### config.mk
export PLATFORM = sky130hd
export DESIGN_NAME = ama_riscv_mem_arb
export DESIGN_NICKNAME = d
export VERILOG_FILES = /design/src/rtl/ama_riscv_mem_arb_pkg.sv /design/src/rtl/ama_riscv_rr_arb2.sv /design/src/rtl/ama_riscv_mem_arb.sv
export SDC_FILE = /design/constraint.sdc
export NUM_CORES = 1
export LEC_CHECK = 0
export BUFFER_PORTS_ARGS = -buffer_cell sky130_fd_sc_hd__buf_2
export CAP_MARGIN = 30
export CORE_AREA = 2 2 305 307
export DETAILED_ROUTE_END_ITERATION = 16
export DIE_AREA = 0 0 307 309
export GPL_TIMING_DRIVEN = 0
export PLACE_DENSITY = 0.36
export SKIP_LAST_GASP = 1
export SLEW_MARGIN = 20
export SYNTH_ARGS = -nofsm -noshare
export SYNTH_HDL_FRONTEND = slang
export SYNTH_SLANG_ARGS = --single-unit
### constraint.sdc
create_clock -name clk -period 18.2 [get_ports clk]
set_input_delay 0.91 -clock clk [delete_from_list [all_inputs] [get_ports clk]]
set_output_delay 0.91 -clock clk [all_outputs]
set_load 0.02 [all_outputs]
### src/rtl/ama_riscv_mem_arb_pkg.sv
// Shared types and constants for the icache/dcache memory arbiter.
// Latency: n/a (declarations only).
// Backpressure: n/a.
package ama_riscv_mem_arb_pkg;

    localparam int ARB_LINE_W = 128;
    localparam int ARB_CNT_W  = 16;

    typedef enum logic {
        ARB_IC = 1'b0,
        ARB_DC = 1'b1
    } arb_src_t;

    typedef enum logic [1:0] {
        ARB_IDLE = 2'd0,
        ARB_MREQ = 2'd1,
        ARB_MRSP = 2'd2
    } arb_state_t;

endpackage

### src/rtl/ama_riscv_rr_arb2.sv
// Two-way round-robin pick: bit 0 = icache, bit 1 = dcache, one-hot grant out.
// Latency: combinational.
// Backpressure: none; the grant is only a suggestion until the caller accepts it.
module ama_riscv_rr_arb2
    import ama_riscv_mem_arb_pkg::*;
(
    input  logic [1:0] i_valid,
    input  arb_src_t   i_last_gnt,
    output logic [1:0] o_gnt
);

    // Single requester wins outright; on a tie the one not served last wins.
    always_comb begin
        o_gnt = 2'b00;
        case (i_valid)
            2'b01:   o_gnt = 2'b01;
            2'b10:   o_gnt = 2'b10;
            2'b11:   o_gnt = (i_last_gnt == ARB_IC) ? 2'b10 : 2'b01;
            default: o_gnt = 2'b00;
        endcase
    end

endmodule

### src/rtl/ama_riscv_mem_arb.sv
// Arbitrates icache refills and dcache refill/writeback onto one memory port, one transaction at a time.
// Latency: 3 cycles minimum per transaction (accept, memory request, memory response).
// Backpressure: req_ready only in IDLE; mem_req held stable until mem_req_ready; response passed through the same cycle.
module ama_riscv_mem_arb
    import ama_riscv_mem_arb_pkg::*;
#(
    parameter int ADDR_W = 32,
    parameter int LINE_W = ARB_LINE_W
)(
    input  logic                 clk,
    input  logic                 rst,

    input  logic                 ic_req_valid,
    output logic                 ic_req_ready,
    input  logic [ADDR_W-1:0]    ic_req_addr,
    output logic                 ic_rsp_valid,
    output logic [LINE_W-1:0]    ic_rsp_data,

    input  logic                 dc_req_valid,
    output logic                 dc_req_ready,
    input  logic [ADDR_W-1:0]    dc_req_addr,
    input  logic                 dc_req_we,
    input  logic [LINE_W-1:0]    dc_req_wdata,
    output logic                 dc_rsp_valid,
    output logic [LINE_W-1:0]    dc_rsp_data,

    output logic                 mem_req_valid,
    input  logic                 mem_req_ready,
    output logic [ADDR_W-1:0]    mem_req_addr,
    output logic                 mem_req_we,
    output logic [LINE_W-1:0]    mem_req_wdata,
    input  logic                 mem_rsp_valid,
    output logic                 mem_rsp_ready,
    input  logic [LINE_W-1:0]    mem_rsp_data,

    output logic [ARB_CNT_W-1:0] gnt_cnt_ic,
    output logic [ARB_CNT_W-1:0] gnt_cnt_dc,
    output logic                 proto_err
);

    arb_state_t            r_state;
    arb_src_t              r_last_gnt;
    arb_src_t              r_src;
    logic [ADDR_W-1:0]     r_addr;
    logic                  r_we;
    logic [LINE_W-1:0]     r_wdata;
    logic [ARB_CNT_W-1:0]  r_cnt_ic;
    logic [ARB_CNT_W-1:0]  r_cnt_dc;
    logic                  r_proto_err;

    logic [1:0]            w_gnt;
    logic                  w_idle;
    logic                  w_rsp_fire;

    ama_riscv_rr_arb2 u_rr_arb2 (
        .i_valid    ({dc_req_valid, ic_req_valid}),
        .i_last_gnt (r_last_gnt),
        .o_gnt      (w_gnt)
    );

    // Handshake decode; ready is masked during reset so nothing is accepted while rst is high.
    always_comb begin
        w_idle        = (r_state == ARB_IDLE) && !rst;
        w_rsp_fire    = (r_state == ARB_MRSP) && mem_rsp_valid;

        ic_req_ready  = w_idle && w_gnt[0];
        dc_req_ready  = w_idle && w_gnt[1];

        mem_req_valid = (r_state == ARB_MREQ);
        mem_req_addr  = mem_req_valid ? r_addr  : '0;
        mem_req_we    = mem_req_valid && r_we;
        mem_req_wdata = mem_req_valid ? r_wdata : '0;
        mem_rsp_ready = (r_state == ARB_MRSP);

        ic_rsp_valid  = w_rsp_fire && (r_src == ARB_IC);
        dc_rsp_valid  = w_rsp_fire && (r_src == ARB_DC);
        ic_rsp_data   = ic_rsp_valid ? mem_rsp_data : '0;
        dc_rsp_data   = dc_rsp_valid ? mem_rsp_data : '0;

        gnt_cnt_ic    = r_cnt_ic;
        gnt_cnt_dc    = r_cnt_dc;
        proto_err     = r_proto_err;
    end

    // Transaction FSM: latch the winner, hold the memory request, complete on the response.
    always_ff @(posedge clk or posedge rst) begin
        if (rst) begin
            r_state     <= ARB_IDLE;
            r_last_gnt  <= ARB_IC;
            r_src       <= ARB_IC;
            r_addr      <= '0;
            r_we        <= 1'b0;
            r_wdata     <= '0;
            r_cnt_ic    <= '0;
            r_cnt_dc    <= '0;
            r_proto_err <= 1'b0;
        end else begin
            // A response outside MRSP has no owner: drop it and remember the violation.
            if (mem_rsp_valid && (r_state != ARB_MRSP))
                r_proto_err <= 1'b1;

            case (r_state)
                ARB_IDLE: begin
                    if (w_gnt != 2'b00) begin
                        r_src   <= w_gnt[1] ? ARB_DC : ARB_IC;
                        r_addr  <= w_gnt[1] ? dc_req_addr : ic_req_addr;
                        r_we    <= w_gnt[1] && dc_req_we;
                        r_wdata <= w_gnt[1] ? dc_req_wdata : '0;
                        r_state <= ARB_MREQ;
                    end
                end
                ARB_MREQ: begin
                    if (mem_req_ready)
                        r_state <= ARB_MRSP;
                end
                ARB_MRSP: begin
                    if (mem_rsp_valid) begin
                        if (r_src == ARB_IC)
                            r_cnt_ic <= r_cnt_ic + 16'd1;
                        else
                            r_cnt_dc <= r_cnt_dc + 16'd1;
                        r_last_gnt <= r_src;
                        r_state    <= ARB_IDLE;
                    end
                end
                default: r_state <= ARB_IDLE;
            endcase
        end
    end

endmodule

After elaboration in Yosys (flattened, before gate mapping). Index checks and enable logic that the tools add are counted.

$lt $le $gt $ge: 0. Multiply operators: 0. Reduce and logical (&&, ||, !) cells: 17. Add/subtract/negate cells: 2. Multiplexer cells: 13. Equal/unequal tests: 9. Divide/modulo/power cells: 0. Shifts and indexed selects: 0. Bitwise logic cells: 1.

Operators by type and width (number): 128-bit two-way mux (4); 32-bit two-way mux (2); 16-bit by 1-bit adder with 16-bit output (second input constant) (2); 2-bit one-hot mux with 3 select lines (2); 1-bit logical AND (9); 3-bit AND reduction (3); 2-bit two-way mux (4); 2-bit == test (second input constant) (3); 2-bit by 1-bit == test with 1-bit output (second input constant) (2); 2-bit by 1-bit != test with 1-bit output (second input constant) (2); 2-bit != test (second input constant) (2); 2-bit AND reduction (2); 2-bit zero test (1); 2-bit nonzero test (1); 1-bit zero test (1); 1-bit two-way mux (1); 1-bit inverter (1).

Bits in latches: 0. Logic and storage cells: 51. RAM bits: 0. Memory bits (read-only): 0. Input bits: 327. Output and inout bits: 456. Register bits: 198. Memories kept: 0.

Longest topological paths before layout. Gate-level depths: netlist of run 1.

Depth after elaboration: 5. Gate-level depth with buffers: 7.

Modules after synthesis. From an unflattened synthesis of run 1, not the netlist that was laid out.

Cell total of the unflattened synthesis: 1045. Area, all modules: 10396.2 um2.

By module, submodules not included: ama_riscv_mem_arb (area an instance 10377.5 um2, instances 1, sequential area each 4954.8 um2, cells each 1042); ama_riscv_rr_arb2 (area an instance 18.8 um2, instances 1, sequential area each 0.0 um2, cells each 3).

Worst setup path after synthesis of run 1. Ideal clock, no wire load.

Path kind: input -> output. From: input rst. To: output dc_req_ready. Path buffers: 0. Cell stages on the path: 2. Arrival: 5.748 ns. Setup slack: 11.542 ns. Cell sequence: inv_1 -> and3_1.

Word-level cells in the longest chain between the ends: 3.

Ends and longest elaborated chain: start, declared (line ama_riscv_mem_arb.sv:11) `input logic rst,`; 1-bit zero test (no source line); 1-bit logical AND (line ama_riscv_mem_arb.sv:63) `w_idle = (r_state == ARB_IDLE) && !rst;`; 1-bit logical AND (line ama_riscv_mem_arb.sv:67) `dc_req_ready = w_idle && w_gnt[1];`; end, declared (line ama_riscv_mem_arb.sv:20) `output logic dc_req_ready,`.

Every way passes these cells.

Worst setup path in the final report of run 1.
From: input mem_rsp_valid. To: output ic_rsp_data[121].

Word-level cells in the longest chain between the ends: 3.

Ends and longest elaborated chain: start, declared (line ama_riscv_mem_arb.sv:32) `input logic mem_rsp_valid,`; 1-bit logical AND (line ama_riscv_mem_arb.sv:64) `w_rsp_fire = (r_state == ARB_MRSP) && mem_rsp_valid;`; 1-bit logical AND (line ama_riscv_mem_arb.sv:75) `ic_rsp_valid = w_rsp_fire && (r_src == ARB_IC);`; 128-bit two-way mux (line ama_riscv_mem_arb.sv:77) `ic_rsp_data = ic_rsp_valid ? mem_rsp_data : '0;`; end, declared (line ama_riscv_mem_arb.sv:17) `output logic [LINE_W-1:0] ic_rsp_data,`.

Every way passes these cells.

==> results.txt, run 1 <==
Outcome = finished clean
TritonRoute pass-1 iters = 5
Max Cap Viol = 0
Worst-margin pin slew = 0.8686 ns
Worst R2R Path Depth = 6
Area Overhead vs Synth = 59.87%
Main synth FF type = dfrtp_1
Crit path max fanout = 10
Die Y = 309 um
Clock slew at reported path FFs = 0.08 ns
Grt ovf = 0
Routed vias/inst = 3.747
HPWL Detailed = 60540 um
Largest net degree at the start of global routing = 93
Initial Util = 11.22%
Setup TNS = 0 ns
Count leader, synth = and2_1
Total CTS buffers = 17
Syn nets = 1372
CP endpoint kind = primary output
Port bufs = 782
Hold buffers post-CTS = 0
Final routed DRC violation total = 0
Mapped Cells = 1043
First-pass GRT wire length = 95500 um
Initial antenna violation count = 58
Met1 Wirelength = 27220 um
Final Critical Period = 4.115 ns
Worst VDD drop = 50.50 uV
I/O pin total = 783
Met2 WL post-DR = 36170 um
Setup Crit Path Kind = input pin to primary output
Final Skew = 0.02307 ns
Die Footprint = 94860 um^2
CTS tree = done
Max Clk Rate = 0.2430 GHz
Leakage = 9.007 nW
Via Count = 11450
ANT nets after route = 0
Number of buffers on the longest clock path = 2
Data required time of the worst path = 17.29 ns
Finish-stage setup viols = 0
Yosys top cell area share = 48.30%
Top cells by area in the synthesized netlist = dfrtp_1 48%, and2_1 26%, a22o_1 11%
Tightest Hold Check Type = input pin to async pin
Seq cells post-synth = 198
Chip width = 307 um
Met3 routed WL = 6557 um
Slew Limit Fails = 0
Proportion of layout cells with a drive suffix above 1 = 45.08%
Library cells used by synthesis = 33
Placeable core area = 91390 um^2
Starting DRC count in detailed routing = 709
Placed inst area = 15750 um^2
Vias in the first global route = 11699
Routed len/inst = 23.48 um
Clk sinks = 198
CP Data Arrival Time = 3.21 ns
Number of setup buffers added after CTS = 0
Skew-Pair Late Insertion Delay = 0.53 ns
Final worst path period share = 22.61%
Final RePlAce weighted congestion = 1.038
Post-cts sizing count = 0
Final-report hold violation count = 0
Slew HR = 42.10%
Reg-to-Reg Start = r_state[1]$_DFFE_PP0P_
Power density cells = 128.9 nW/um^2
RSZ-0062 raised after global routing = false
H-tree Lvls = 4
Global-route usage over all layers = 14.63%
Routed WL = 71770 um
Post-synth top area cell = dfrtp_1
Worst Setup SP = mem_rsp_valid
Post-synthesis sequential area ratio = 48.30%
Startpoint Class = input pin
Finished Cell Area = 16400 um^2
Number of enable flip-flop cells after synthesis = 0
Mapped Area = 10260 um^2
NumNets Final = 2178
CP endpoint = ic_rsp_data[121]
Uppermost layer routed = met5
Avg Inst Size Synth = 9.834 um^2
Clock root buffer = clkbuf_16
Async set-reset flop share out of synthesis = 100.0%
Syn. warnings = 0
Commonest cells in the netlist = 419 x and2_1, 198 x dfrtp_1, 129 x a22o_1, 68 x clkbuf_1, 45 x nand2_1
Worst R2R Setup Slack = 15.59 ns
RR Endpoint = r_addr[5]$_DFFE_PP0P_
FP Rows = 111
-- cells by family after synthesis --
family / synth area share [%]
buffers and inverters: 3.867
AND/OR/NAND/NOR: 29.91
adder cells (fa/ha/maj): 0.2439
multiplexers: 0.1098
AO/OA/AOI/OAI: 15.00
XOR/XNOR: 2.562
flip-flops: 48.30
-- how the worst min path moves through the flow --
stage                     cells after the start                 endpoint  slack, ns                  start
final                                         2  r_wdata[68]$_DFFE_PP0P_       0.37                    rst
after floorplan                               2    r_addr[0]$_DFFE_PP0P_       0.44  r_addr[0]$_DFFE_PP0P_
after detailed placement                      1    proto_err$_DFFE_PP0P_       0.45  proto_err$_DFFE_PP0P_
after global placement                        1    proto_err$_DFFE_PP0P_       0.45  proto_err$_DFFE_PP0P_
after CTS                                     2    proto_err$_DFFE_PP0P_       0.32                    rst
after global routing                          2  r_wdata[68]$_DFFE_PP0P_       0.36                    rst
-- routing by layer --
metal	vias to the layer above	track usage [%]
met3	138	6.050
met1	5543	16.02
li1	5136	-
met4	18	4.254
met2	615	25.81
met5	-	0
-- worst max-delay path: stages --
cell and delay (ns):
buf_2 0.15, nand4bb_1 0.26, buf_2 0.27, clkinv_1 0.21, buf_2 0.31, clkbuf_1 0.66, and2_1 0.26, buf_2 0.18
-- cells in the final DEF, fill, tap and decap left out, drive strengths merged, types with 2 or more instances in the layout --
master	instances
buf	809
and2	419
dfrtp	198
a22o	129
clkbuf	86
nand2	45
o21ai	34
o22ai	32
xnor2	17
inv	14
nor2	13
xor2	13
diode	9
nand3	9
nand4	8
and3	4
clkinv	4
and4	3
nor3	3
bufinv	3
nand2b	2
a21o	2
ha	2
clkinvlp	2
a21boi	2
-- layout make-up --
class	count	area (um^2)
antenna	9	22.52
buffer	90	360.3
clock buffer	18	429.2
clock inverter	13	190.2
fill	10399	74990
inverter	10	45.04
multi-input combinational	745	4906
sequential	198	4955
tap	1186	1484
timing repair buffer	787	4006
-- through the flow --
stage               std cells  utilization [%]  hold WS (ns)  worst slack, ns  total power [mW]
finish                   3056            17.94        0.3683            14.08             2.113
global route             3050            17.93        0.3553            13.85             2.262
CTS                      3046            17.91        0.3232            13.89             2.167
detailed placement       3015            17.23        0.4468            13.90             1.709
global placement         3011            17.13        0.4476            8.574             1.694
floorplan                1043                -        0.4418            11.54             1.251
-- sequential cells by signal, summed over array words and instances (netlist names) --
name        flops
gnt_cnt_dc     16
r_src           1
r_last_gnt      1
proto_err       1
r_we            1
r_wdata       128
r_state         2
r_addr         32
gnt_cnt_ic     16
-- report_power, final --
group | leakage (nW) | switching (mW) | internal, mW
clock | 0.296 | 0.215 | 0.221
sequential | 2.56 | 0.0814 | 0.588
combinational | 6.15 | 0.655 | 0.353
total | 9.01 | 0.951 | 1.16
No activity file was read; power rests on OpenSTA's default activity.
==> inputs of run 2 (changes only) <==
--- a/config.mk
+++ b/config.mk
@@ -5,13 +5,14 @@
 export SDC_FILE = /design/constraint.sdc
 export NUM_CORES = 1
 export LEC_CHECK = 0
+export ABC_AREA = 1
 export BUFFER_PORTS_ARGS = -buffer_cell sky130_fd_sc_hd__buf_2
 export CAP_MARGIN = 30
-export CORE_AREA = 2 2 305 307
+export CORE_AREA = 2 2 302 304
 export DETAILED_ROUTE_END_ITERATION = 16
-export DIE_AREA = 0 0 307 309
+export DIE_AREA = 0 0 304 306
 export GPL_TIMING_DRIVEN = 0
-export PLACE_DENSITY = 0.36
+export PLACE_DENSITY = 0.38
 export SKIP_LAST_GASP = 1
 export SLEW_MARGIN = 20
 export SYNTH_ARGS = -nofsm -noshare
==> constraint.sdc (replaced) <==
create_clock -name clk -period 3.5 [get_ports clk]
set_input_delay 0.175 -clock clk [delete_from_list [all_inputs] [get_ports clk]]
set_output_delay 0.175 -clock clk [all_outputs]
set_load 0.02 [all_outputs]
==> run 2 against run 1 <==
Count of clock-buffer cells in the layout is the same. Critical path depth is 2 lower. Global-route usage increased by 0.66 points. Worst setup slack worse by 14 ns. Register-to-register slack lost 14 ns. Sequential share of layout area decreased by 4.3 points. First-iteration DRC count rose by 12%. Die area is 1.9% lower. Highest routed layer unchanged. Sequential power grew to 4.9 times the previous value.
==> results.txt, run 2 <==
Outcome = finished clean
Routed vias/inst = 3.585
Setup TNS = 0 ns
Slew HR = 39.53%
Power density cells = 585.1 nW/um^2
Reg power frac = 29.3%
Clock slew at reported path FFs = 0.09 ns
Cells after DPL = 3580
CP cell instances = inv_1, nand4_1, buf_2, buf_2, nor2_1, buf_2
Final worst path period share = 86.94%
Uppermost layer routed = met5
Total CTS buffers = 17
Routed len/inst = 19.14 um
Critical path's slowest cell = nand4_1
Grt ovf = 0
Port bufs = 782
Final core occ = 21.31%
Via Count = 13675
Most frequent cells in the layout = 842 x buf_2, 481 x inv_1, 447 x nor2_1
Final-report hold violation count = 0
Starting DRC count in detailed routing = 797
Crit path buf inv count = 4
Slew Limit Fails = 0
Die Footprint = 93020 um^2
Die Y = 306 um
Clk sinks = 198
Met1 Wirelength = 26750 um
Gate power share = 51.0%
Global-route usage over all layers = 15.29%
Mapped Cells = 1614
Largest Register = r_wdata
ANT nets after route = 0
Library cells used by synthesis = 23
Finish-stage setup viols = 0
WHS Path Cells = 5
Setup Crit Path Kind = register to primary output
Proportion of layout cells with a drive suffix above 1 = 34.10%
Initial Util = 12.28%
Final std cells w/o fill = 3815
Max Cap Viol = 0
Internal cell power = 5.819 mW
Top delay family on crit path = buffers and inverters
Chip width = 304 um
Slowest stage delay, CP = 0.57 ns
Post-synth top area cell = dfrtp_1
Largest regs = r_wdata: 128 flops, r_addr: 32 flops
FILL cells = 10330
Leakage = 11.51 nW
H-tree Lvls = 4
NumNets Final = 2941
Finished Cell Area = 19090 um^2
Largest net degree at the start of global routing = 30
Avg Inst Size Synth = 6.816 um^2
Worst VDD drop = 440.9 uV
CP Data Arrival Time = 2.87 ns
Skew-Pair Late Insertion Delay = 0.51 ns
CTS tree = done
Clk pwr share = 19.7%
Number of buffers on the longest clock path = 2
Sw frac = 47.91%
Worst path most repeated cell = buf_2
Routed WL = 73010 um
CP endpoint kind = primary output
Final RePlAce weighted congestion = 0.8565
Max reg flops = 128
Count leader, synth = inv_1
Initial antenna violation count = 50
RSZ-0062 raised after global routing = false
Seq cells post-synth = 198
Syn nets = 1943
Met2 WL post-DR = 38400 um
Top cells by area in the synthesized netlist = dfrtp_1 45%, inv_1 16%, nor2_1 15%
Crit path max fanout = 10
Final routed DRC violation total = 0
Main synth FF type = dfrtp_1
Placed inst area = 16550 um^2
Worst R2R Path Depth = 7
TritonRoute pass-1 iters = 5
Post-synthesis sequential area ratio = 45.04%
HPWL Detailed = 62090 um
Placeable core area = 89600 um^2
Async set-reset flop share out of synthesis = 100.0%
Worst-margin pin slew = 0.9070 ns
Tightest Hold Check Type = input pin to register
Total power = 11.17 mW
Number of setup buffers added after CTS = 0
Data required time of the worst path = 3.32 ns
Clock root buffer = clkbuf_16
Number of enable flip-flop cells after synthesis = 0
Final Critical Period = 3.043 ns
Commonest cells in the netlist = 482 x inv_1, 448 x nor2_1, 198 x dfrtp_1, 177 x nand2_1, 129 x o22ai_1
Switch Pwr = 5.351 mW
I/O pin total = 783
Startpoint Class = register
FP Rows = 110
Commonest non-fill, non-tap cell in the layout = buf_2
Met3 routed WL = 4829 um
Yosys top cell area share = 45.04%
CP Depth = 6
Area Overhead vs Synth = 73.54%
Max Clk Rate = 0.3286 GHz
Syn. warnings = 0
First-pass GRT wire length = 100400 um
Final Skew = 0.02101 ns
Mapped Area = 11000 um^2
Vias in the first global route = 13606
run 2: metal layers:
metal / vias to the layer above / global-route usage [%]
met4: 6 / 8.296
li1: 6708 / -
met5: - / 0
met3: 135 / 4.216
met1: 6228 / 15.88
met2: 598 / 27.88
run 2: logic make-up after synthesis:
logic type / synth area share (%)
AND/OR/NAND/NOR: 23.18
adder cells (fa/ha/maj): 0.2274
buffers and inverters: 20.27
XOR/XNOR: 1.035
flip-flops: 45.04
AO/OA/AOI/OAI: 10.25
run 2: through the flow:
step                      hold WS, ns  setup WS (ns)
after floorplan                0.2824        -0.1106
after global placement         0.4213         -2.726
after detailed placement       0.1215         0.7758
after CTS                   0.0006768         0.1740
after global routing          0.04480         0.1882
final                         0.03673         0.4571
run 2: layout make-up:
class	count	area [um^2]	area share, %
clock buffers	18	439.2	2.300
inverters	485	1824	9.556
flip-flops and latches	198	4955	25.95
repair buffers	979	5966	31.25
clock inverters	14	172.7	0.9044
well taps	1176	1471	7.707
diodes	14	35.03	0.1835
plain buffers	85	409.1	2.143
multi-input cells	846	3819	20.00
run 2: final timing paths:
kind	start	to	slack (ns)
max	r_src$_DFFE_PP0P_	ic_rsp_data[31]	0.46
min	ic_req_addr[17]	r_addr[17]$_DFFE_PP0P_	0.04
min reg2reg	proto_err$_DFFE_PP0P_	proto_err$_DFFE_PP0P_	0.48
max in group asynchronous	rst	r_addr[14]$_DFFE_PP0P_	2.00
max reg2reg	r_last_gnt$_DFFE_PP0N_	r_addr[27]$_DFFE_PP0P_	1.27
min in group asynchronous	rst	r_wdata[65]$_DFFE_PP0P_	0.13
run 2: worst register-to-register path: cells and delay by family, from the launching register on:
family                 cells  cell delay (ns)
flip-flops                 1             0.33
AND/OR/NAND/NOR            2             0.15
buffers and inverters      3             1.11
AO/OA/AOI/OAI              2             0.54
run 2: power by group through the flow:
| stage | Clock (mW) | Sequential, mW | Combinational, mW |
|---|---|---|---|
| floorplan | 0 | 3.31 | 3.19 |
| global placement | 0 | 3.32 | 5.57 |
| detailed placement | 0 | 3.32 | 5.58 |
| CTS | 2.31 | 3.27 | 5.85 |
| global route | 2.39 | 3.36 | 6.29 |
| finish | 2.20 | 3.27 | 5.70 |
run 2: repair_timing:
action	CTS	global route
gates resized for setup	0	0
setup endpoints to repair	0	0
endpoints found under the hold margin	228	0
hold buffers	189	0
